**config.mk**
```make
export PLATFORM = sky130hd
export DESIGN_NAME = icache_refill_ctrl
export DESIGN_NICKNAME = d
export VERILOG_FILES = /design/src/rtl/icache_pkg.sv /design/src/rtl/icache_refill_ctrl_line_assembler.sv /design/src/rtl/icache_refill_ctrl.sv
export SDC_FILE = /design/constraint.sdc
export NUM_CORES = 1
export LEC_CHECK = 0
export CAP_MARGIN = 10
export CORE_MARGIN = 2
export CORE_UTILIZATION = 55
export DETAILED_ROUTE_END_ITERATION = 6
export DONT_BUFFER_PORTS = 1
export GPL_ROUTABILITY_DRIVEN = 0
export PLACE_DENSITY = 0.73
export SKIP_LAST_GASP = 1
export SLEW_MARGIN = 20
export SYNTH_ARGS = -nofsm -noshare
export SYNTH_HDL_FRONTEND = slang
export SYNTH_SLANG_ARGS = --single-unit
```
**constraint.sdc**
```tcl
create_clock -name clk -period 1.8 [get_ports clk]
set_input_delay 0.27 -clock clk [delete_from_list [all_inputs] [get_ports clk]]
set_output_delay 0.27 -clock clk [all_outputs]
set_load 0.01 [all_outputs]
```
**src/rtl/icache_pkg.sv**
```systemverilog
// Shared definitions for the instruction-cache refill controller.
// Holds line geometry constants and the refill FSM state encoding.
package icache_pkg;
  localparam int WORD_W         = 32;
  localparam int WORDS_PER_LINE = 4;
  localparam int LINE_W         = WORD_W * WORDS_PER_LINE;
  localparam int OFFSET_BITS    = 4;

  typedef enum logic [2:0] {
    S_IDLE,
    S_REQ,
    S_BEAT,
    S_FILL,
    S_REPLAY
  } state_e;
endpackage

```
**src/rtl/icache_refill_ctrl_line_assembler.sv**
```systemverilog
// line_assembler: collects four 32-bit read beats into one 128-bit line.
// Ports:
//   clk, rst     - clock, synchronous active-high reset
//   i_clear      - restart at word 0 (new line transfer accepted)
//   i_rvalid     - beat valid (already qualified by the caller)
//   i_rdata      - beat data, ascending word order
//   o_line       - assembled line, word 0 in bits [31:0]
//   o_last_beat  - current beat completes the line
module line_assembler
  import icache_pkg::*;
(
  input  logic              clk,
  input  logic              rst,
  input  logic              i_clear,
  input  logic              i_rvalid,
  input  logic [WORD_W-1:0] i_rdata,
  output logic [LINE_W-1:0] o_line,
  output logic              o_last_beat
);
  logic [1:0]                               r_beat;
  logic [WORDS_PER_LINE-1:0][WORD_W-1:0]    r_buf;

  always_ff @(posedge clk) begin
    if (rst) begin
      r_beat <= '0;
      r_buf  <= '0;
    end else if (i_clear) begin
      r_beat <= '0;
    end else if (i_rvalid) begin
      r_buf[r_beat] <= i_rdata;
      r_beat        <= r_beat + 2'd1;
    end
  end

  assign o_line      = r_buf;
  assign o_last_beat = i_rvalid & (r_beat == 2'd3);
endmodule

```
**src/rtl/icache_refill_ctrl.sv**
```systemverilog
// icache_refill_ctrl: miss/refill controller between fetch, the 128-bit-line
// instruction cache and the word-wide memory port.
// Ports:
//   clk, rst                     - clock, synchronous active-high reset
//   i_fetch_valid, i_fetch_addr  - fetch request
//   o_fetch_stall                - instruction not yet valid, hold fetch
//   o_cache_addr, i_cache_hit    - cache lookup address / same-cycle result
//   o_cache_fill, o_cache_dataline - one-cycle line write
//   o_mem_req, o_mem_addr, i_mem_ack - line read request handshake
//   i_mem_rvalid, i_mem_rdata    - read beats
//   o_miss_count                 - saturating count of refills started
module icache_refill_ctrl
  import icache_pkg::*;
#(
  parameter int ADDR_W     = 32,
  parameter int MISS_CNT_W = 16
) (
  input  logic                  clk,
  input  logic                  rst,
  input  logic                  i_fetch_valid,
  input  logic [ADDR_W-1:0]     i_fetch_addr,
  output logic                  o_fetch_stall,
  output logic [ADDR_W-1:0]     o_cache_addr,
  input  logic                  i_cache_hit,
  output logic                  o_cache_fill,
  output logic [LINE_W-1:0]     o_cache_dataline,
  output logic                  o_mem_req,
  output logic [ADDR_W-1:0]     o_mem_addr,
  input  logic                  i_mem_ack,
  input  logic                  i_mem_rvalid,
  input  logic [WORD_W-1:0]     i_mem_rdata,
  output logic [MISS_CNT_W-1:0] o_miss_count
);
  localparam logic [MISS_CNT_W-1:0] CNT_ONE = MISS_CNT_W'(1);

  state_e                  r_state, w_next;
  logic [ADDR_W-1:0]       r_miss_addr;
  logic [ADDR_W-1:0]       r_line_base;
  logic [MISS_CNT_W-1:0]   r_miss_count;
  logic                    w_miss_start;
  logic                    w_clear;
  logic                    w_rvalid;
  logic                    w_last_beat;
  logic [LINE_W-1:0]       w_line;

  // Beats are only accepted while a transfer is in flight; anything else
  // (stale beats from a reset-aborted transfer, early beats in REQ) is dropped.
  assign w_clear  = (r_state == S_REQ) & i_mem_ack;
  assign w_rvalid = (r_state == S_BEAT) & i_mem_rvalid;

  line_assembler u_asm (
    .clk         (clk),
    .rst         (rst),
    .i_clear     (w_clear),
    .i_rvalid    (w_rvalid),
    .i_rdata     (i_mem_rdata),
    .o_line      (w_line),
    .o_last_beat (w_last_beat)
  );

  always_comb begin
    w_next        = r_state;
    o_fetch_stall = 1'b1;
    o_cache_addr  = r_miss_addr;
    w_miss_start  = 1'b0;
    case (r_state)
      S_IDLE: begin
        o_cache_addr  = i_fetch_addr;
        o_fetch_stall = i_fetch_valid & ~i_cache_hit;
        if (i_fetch_valid & ~i_cache_hit) begin
          w_miss_start = 1'b1;
          w_next       = S_REQ;
        end
      end
      S_REQ:  if (i_mem_ack) w_next = S_BEAT;
      S_BEAT: if (w_last_beat) w_next = S_FILL;
      S_FILL: begin
        o_cache_addr = r_line_base;
        w_next       = S_REPLAY;
      end
      S_REPLAY: begin
        if (i_cache_hit) begin
          o_fetch_stall = 1'b0;
          w_next        = S_IDLE;
        end else begin
          // Line still absent after the fill: refetch the same line.
          w_miss_start = 1'b1;
          w_next       = S_REQ;
        end
      end
      default: w_next = S_IDLE;
    endcase
  end

  always_ff @(posedge clk) begin
    if (rst) begin
      r_state      <= S_IDLE;
      r_miss_addr  <= '0;
      r_line_base  <= '0;
      r_miss_count <= '0;
    end else begin
      r_state <= w_next;
      // Only a fresh miss from IDLE latches a new address; a replay miss
      // keeps refilling the original line.
      if (w_miss_start && r_state == S_IDLE) begin
        r_miss_addr <= i_fetch_addr;
        r_line_base <= {i_fetch_addr[ADDR_W-1:OFFSET_BITS], {OFFSET_BITS{1'b0}}};
      end
      if (w_miss_start && r_miss_count != '1)
        r_miss_count <= r_miss_count + CNT_ONE;
    end
  end

  assign o_mem_req        = (r_state == S_REQ);
  assign o_mem_addr       = r_line_base;
  assign o_cache_fill     = (r_state == S_FILL);
  assign o_cache_dataline = w_line;
  assign o_miss_count     = r_miss_count;
endmodule

```
==> metrics.md, run 1 <==
| Metric | Value |
|---|---|
| Ys Warns | 0 |
| Tmin final | a little under 2000 ps |
| Vias per inst | 5.62 |
| Hold Vio Cnt, Final | a little over 90 |
| Final WL | 20100 um |
| Detailed Routing Iterations Pass 1 | 5 |
| Psw | between 0.0015 and 0.002 W |
| Finished Cell Area | 8490 sq um |
| First-pass GRT wire length | 30000 um |
| Total power per unit cell area | 971 nW/um^2 |
| Gate power share | ~6.3% |
| Fin nets | roughly 980 |
| DR WL/cell | 18.3 um |
| Data arrival, critical path | 1710 ps |
| RSZ-0062 raised after global routing | true |
| Cell area after placement | 7460 sq um |
| Pleak | 3.03 nW |
| Failing checks | hold timing, setup timing |
| PortBufs | 0 |
| Most frequent cells in the layout | nand2_1 (330), dfxtp_1 (175), a21oi_1 (171), buf_4 (36), mux2_4 (28) |
| HPWL Detailed | around 13000 um |
| Crit-path max cell delay | about 330 ps |
| Total grt overflow | 0 |
| Site Rows | 42 |
| Hold Crit Class | input port to register |
| # Max-Cap Violations | 0 |
| Worst-path clk slew | 70 ps |
| P_int | 0.00627 W |
| Synthesized area per cell | around 8 sq um |
| Period utilisation layout | 110% |
| Die X-Extent | 119 um |
| Yosys reg bits | 181 |
| Final WS setup | -179 ps |
| R2R setup slack | 50 ps |
| DP Cell Count | ~1000 |
| Sequential fraction of design power | 50.0% |
| Top Ports | 281 |
| CP max stage cell | dfxtp_2 |
| Slew Viols, Final | 0 |
| Sink Count | approximately 180 |
| CP Class | register to output pin |
| Tot GR Track Use | a little over a quarter |
| Initial antenna violation count | 1 |
| Clock power share | approximately 44% |
| Residual DRC | 0 |
| Slew @ Worst Pin | 525 ps |
| Final Setup Violations | 32 |
| Sw frac | a little under a quarter |
| Die H | approximately 120 um |
| Critical Path Sink Type | output pin |
| Max Fclk | 505 MHz |
| Layout overhead on the synthesized area | 16.4% |
| CTS tree | yes |
| Final ANT Viol Nets | 0 |
| Overall power | around 0.0082 W |
| Clock skew | 6.60 ps |
| Largest net degree at the start of global routing | 187 |
| Worst Path Required | approximately 1500 ps |
| Filler cells | 1109 |
| Starting density of the core | 55.7% |
| Die Area | 14200 sq um |
| Relative slew margins | 64.7% |
| Cell area after synthesis | 7290 sq um |
| H-tree levels | 4 |
| Seq/Total Area, Yosys | between 40% and 50% |
| Crit-path cells | buf_6 -> nor3_4 -> buf_12 -> clkbuf_16 -> mux2_4 |
| Worst VDD drop | 857 uV |
| Clock Tree Root | clkbuf_16 |
| Number of global-route vias before repair | 5641 |
| Commonest non-fill, non-tap cell in the layout | nand2_1 |
| Maximum clock path buffer count | 2 |
| Syn Inst Count | 914 |
| Vias | 6171 |
| Setup Total Neg Slack | -5030 ps |
| DR iter-0 viols | 561 |
| CP max FO | 7 |
| Layout Cells excl Fill | roughly 1100 |
| Share of cells above drive strength 1 | 14.5% |
| Core area | 13100 sq um |
| Status | complete, but fails checks |
| CTS buffer count | 17 |
| Yosys cell types | 42 |
| Clk Latency, worst-skew pair | 410 ps |
| Hold_ws | -47.5 ps |
| Startpoint types | register |
synthesized netlist by cell type, drive strengths merged:
cell type	n	share of area, %
a21oi	171	12
a22o	4	0.48
a2bb2oi	1	0.12
a311oi	2	0.24
a41oi	1	0.12
and2	4	0.34
and3	2	0.17
and3b	1	0.12
and4	1	0.12
buf	45	4.2
clkbuf	51	2.6
conb	1	0.051
dfxtp	181	50
ha	5	0.86
inv	6	0.31
mux2	34	5.3
nand2	330	17
nand2b	1	0.086
nand3	6	0.41
nand3b	2	0.21
nand4	3	0.43
nand4b	1	0.12
nor2	13	0.67
nor2b	6	0.51
nor3	9	0.69
nor3b	2	0.21
nor4	4	0.43
nor4bb	1	0.14
o21ai	4	0.27
o21ba	1	0.14
o22a	1	0.12
o31ai	6	0.62
o41ai	2	0.24
or3	2	0.17
or3b	1	0.12
or4	8	0.88
xnor2	1	0.12
power by group through the flow:
stage	clock (W)	combinational [W]	sequential, W
final	0.00360	0.000522	0.00412
after global routing	0.00382	0.000555	0.00412
after CTS	0.00366	0.000361	0.00412
after detailed placement	0	0.000356	0.00421
after global placement	0	0.000349	0.00421
after floorplan	0	0.000398	0.00418
per-stage QoR:
step	utilization (%)	setup slack, ps	hold slack, ps
after floorplan	-	-63.2	383
after global placement	57.0	57.3	348
after detailed placement	57.0	21.8	345
after CTS	61.6	-248	-98.0
after global routing	64.9	-250	-87.1
final	64.9	-179	-47.5
registers in the layout, summed over array words and instances (netlist names):
name and flops:
u_asm.o_line 128, o_miss_count 16, u_asm.r_beat 2, r_state 3, r_miss_addr 32
worst max-delay path: cells and delay by family (launching register included):
kind / cells / cell delay [ps]
multiplexers: 1 / 320
AND/OR/NAND/NOR: 1 / 190
flip-flops: 1 / 330
buffers and inverters: 3 / 450
routing by layer:
layer	vias up	wire, um	global-route usage (%)
met5	-	0	0
met4	0	604	10.6
met3	39	2150	10.9
met2	291	9840	43.8
met1	2870	7480	30.3
li1	2971	-	-
logic make-up (layout without fill, tap and decap cells):
| logic type | after synthesis | after routing | synth area share, % |
|---|---|---|---|
| other | 1 | 5 | 0.0514 |
| adders and majority gates | 5 | 5 | 0.858 |
| AOI/OAI and AO/OA | 193 | 193 | 14.1 |
| buffers and inverters | 102 | 107 | 7.12 |
| xor gates and xnor gates | 1 | 1 | 0.120 |
| muxes | 34 | 34 | 5.25 |
| DFF | 181 | 181 | 49.7 |
| and+or+nand+nor | 397 | 397 | 22.8 |
path summary, 6_finish.rpt:
kind | start | to | cells after the start
max | r_state[0] | o_cache_addr[8] | 5
min | rst | o_miss_count[2] | 1
max reg2reg | r_state[2] | r_state[2] | 6
min reg2reg | r_miss_addr[1] | r_miss_addr[1] | 2
area by class of cell:
| type | count | area, sq um | share of cell area (%) |
|---|---|---|---|
| Clock buffer | 17 | 425 | 5.01 |
| Antenna cell | 1 | 2.50 | 0.0295 |
| Timing Repair Buffer | 69 | 736 | 8.67 |
| Inverter | 6 | 22.5 | 0.265 |
| Clock inverter | 15 | 144 | 1.70 |
| Sequential cell | 181 | 3630 | 42.8 |
| Tap cell | 176 | 220 | 2.59 |
| Multi-Input combinational cell | 634 | 3310 | 39.0 |
what timing repair did:
action	in CTS	in global routing
gates resized for setup	0	40
hold buffers	3	14
endpoints found under the hold margin	176	172
buffers inserted	0	2
pin swaps	0	2
setup endpoints to repair	32	56
cloned	0	6
No activity file was read; power rests on OpenSTA's default activity.
==> inputs of run 2 (changes only) <==
- CORE_MARGIN: 2 -> unset
==> run 2 against run 1 <==
The run still ends with hold timing, setup timing left. Combinational power is 15% higher. Count of clock-buffer cells in the layout is 4 higher. Worst setup slack worse by 2.7 ps. Wire length is 11% higher. Global-route usage is 1.3 points higher. Die area is 3.3% lower. Via count is 3.2% higher. Final cell count is 1.7% lower. Sequential power hardly changed. Hold slack worse by 3.9 ps. Sequential share of layout area is 1.6 points lower. Flip-flop and latch count stayed put. Critical path type is now register to register.
==> metrics.md, run 2 (synthesis gave the netlist of run 1 again) <==
| Metric | Value |
|---|---|
| Status | complete, but fails checks (unchanged) |
| Failing checks | hold timing, setup timing (unchanged) |
| Max Fclk | 505 MHz (about the same) |
| Starting density of the core | 57.1% (was 55.7%) |
| Worst reg2reg startpoint | r_state[0] (was r_state[2]) |
| Slew Viols, Final | 0 (unchanged) |
| DR iter-0 viols | 553 (was 561) |
| Hold_ws | -51.4 ps (was -47.5 ps) |
| Share of cells above drive strength 1 | 22.8% (was 14.5%) |
| Die Area | 13700 sq um (was 14200 sq um) |
| Vias per inst | 5.89 (was 5.62) |
| Clock skew | 9.04 ps (was 6.60 ps) |
| Top Ports | 281 (unchanged) |
| Die H | 117 um (was 119 um) |
| Tot GR Track Use | 27.8% (was 26.5%) |
| CP Class | register to register (was register to output pin) |
| DP Cell Count | 1028 (was 1041) |
| Detailed Routing Iterations Pass 1 | 5 (unchanged) |
| Final WS setup | -181 ps (was -179 ps) |
| ANT cells | 0 (was 1) |
| Overall power | 0.00824 W (about the same) |
| Die X-Extent | 117 um (was 119 um) |
| Site Rows | 41 (was 42) |
| Total grt overflow | 0 (unchanged) |
| Worst VDD drop | 720 uV (was 857 uV) |
| DR WL/cell | 20.6 um (was 18.3 um) |
| Final Setup Violations | 64 (was 32) |
| Initial antenna violation count | 0 (was 1) |
| CTS tree | yes (unchanged) |
| Clock Tree Root | clkbuf_16 (unchanged) |
| Tmin final | 1980 ps (about the same) |
| Cts-stage hold buffer count | 3 (unchanged) |
| Commonest non-fill, non-tap cell in the layout | nand2_1 (unchanged) |
| Maximum clock path buffer count | 2 (unchanged) |
| Fin nets | 971 (was 984) |
| Residual DRC | 0 (unchanged) |
| Hold path cells | 1 (unchanged) |
| Layout Cells excl Fill | 1080 (was 1099) |
| CTS buffer count | 17 (unchanged) |
| Final ANT Viol Nets | 0 (unchanged) |
| Dpl ws | 4.63 ps (was 21.8 ps) |
| Vias | 6366 (was 6171) |
| Worst Path Required | 2130 ps (was 1530 ps) |
| Final Core Density | 69.2% (was 64.9%) |
| Worst-path clk slew | 60 ps (was 70 ps) |
| Hold endpoint | o_miss_count[9] (was o_miss_count[2]) |
| Worst Min Path Start | rst (unchanged) |
| Largest net degree at the start of global routing | 187 (unchanged) |
| R2R setup slack | -180 ps (was 50 ps) |
| Most frequent cells in the layout | nand2_1 (299), dfxtp_1 (172), a21oi_1 (139), a21oi_2 (32) (was nand2_1 (330), dfxtp_1 (175), a21oi_1 (171), buf_4 (36), mux2_4 (28)) |
| Startpoint types | register (unchanged) |
| Reg-to-reg endpoint | r_miss_addr[19] (was r_state[2]) |
| Number of global-route vias before repair | 5593 (was 5641) |
| Final WL | 22300 um (was 20100 um) |
| PortBufs | 0 (unchanged) |
| Sink Count | 181 (unchanged) |
| First-pass GRT wire length | 29000 um (was 30000 um) |
| CP max FO | 8 (was 7) |
| Period utilisation layout | 110% (about the same) |
| Clk Latency, worst-skew pair | 420 ps (was 410 ps) |
| Layout overhead on the synthesized area | 21.2% (was 16.4%) |
| # Max-Cap Violations | 0 (unchanged) |
| Hold Vio Cnt, Final | 150 (was 93) |
| Hold Crit Class | input port to register (unchanged) |
| H-tree levels | 4 (unchanged) |
| Critical Path Sink Type | register (was output pin) |
| Pleak | 3.23 nW (was 3.03 nW) |
| Core area | 12800 sq um (was 13100 sq um) |
| Total power per unit cell area | 933 nW/um^2 (was 971 nW/um^2) |
| Number of flip-flops in the largest register | 128 (unchanged) |
| R2R cell count | 10 (was 6) |
| HPWL Detailed | 12700 um (was 12800 um) |
| RSZ-0062 raised after global routing | true (unchanged) |
| Data arrival, critical path | 2310 ps (was 1710 ps) |
==> run 2: power by group <==
part | total (W) | internal [W] | switching (W)
Combinational | 0.000602 | 0.000309 | 0.000293
Clock | 0.00352 | 0.00191 | 0.00160
Sequential | 0.00412 | 0.00405 | 0.0000718
Total | 0.00824 | 0.00627 | 0.00197
==> run 2: timing repair <==
action	in CTS	in global routing
gates resized for setup	39	115
gates cloned	3	8
setup endpoints to repair	33	201
hold endpoints to repair	176	173
pin swaps	1	60
buffers inserted	4	3
==> run 2: final cells by class <==
| class | count | area (sq um) |
|---|---|---|
| flip-flops and latches | 181 | 3640 |
| well taps | 172 | 215 |
| clock inverters | 10 | 88.8 |
| clock buffers | 21 | 470 |
| multi-input cells | 634 | 3660 |
| inverters | 6 | 22.5 |
| repair buffers | 56 | 737 |
| fillers | 947 | 3940 |
==> run 2: worst max-delay path by stage <==
stage | start | end | slack (ps) | cells after the start
2_1_floorplan | r_state[2] | o_cache_addr[11] | -60 | 4
3_3_place_gp | o_miss_count[5] | o_miss_count[15] | 60 | 4
3_5_place_dp | o_miss_count[5] | o_miss_count[15] | 5 | 4
4_1_cts | r_state[0] | o_cache_addr[30] | -200 | 5
5_1_grt | r_state[0] | r_miss_addr[19] | -270 | 10
6_report | r_state[0] | r_miss_addr[19] | -180 | 10
==> run 2: metrics by stage <==
step	area [sq um]	TNS, ps
after floorplan	7310	-1470
after global placement	7380	0
after detailed placement	7380	0
after CTS	8210	-5340
after global routing	8840	-14290
final	8840	-8010
==> run 2: worst max-delay path: stages, from the launching register on <==
cell	delay, ps
dfxtp_2	320
buf_6	120
nor3_4	190
buf_6	150
clkbuf_16	150
buf_12	110
buf_6	90
and3b_2	320
clkbuf_16	240
nand2_4	50
a21oi_2	160
==> run 2: layer usage <==
layer	vias up	wire length, um	GRT usage (%)	part of all wire [%]
li1	2957	-	-	-
met1	2994	8260	31.6	37
met2	366	11100	46.7	50
met3	49	2240	9.73	10
met4	0	709	13.2	3.2
met5	-	0	0	0
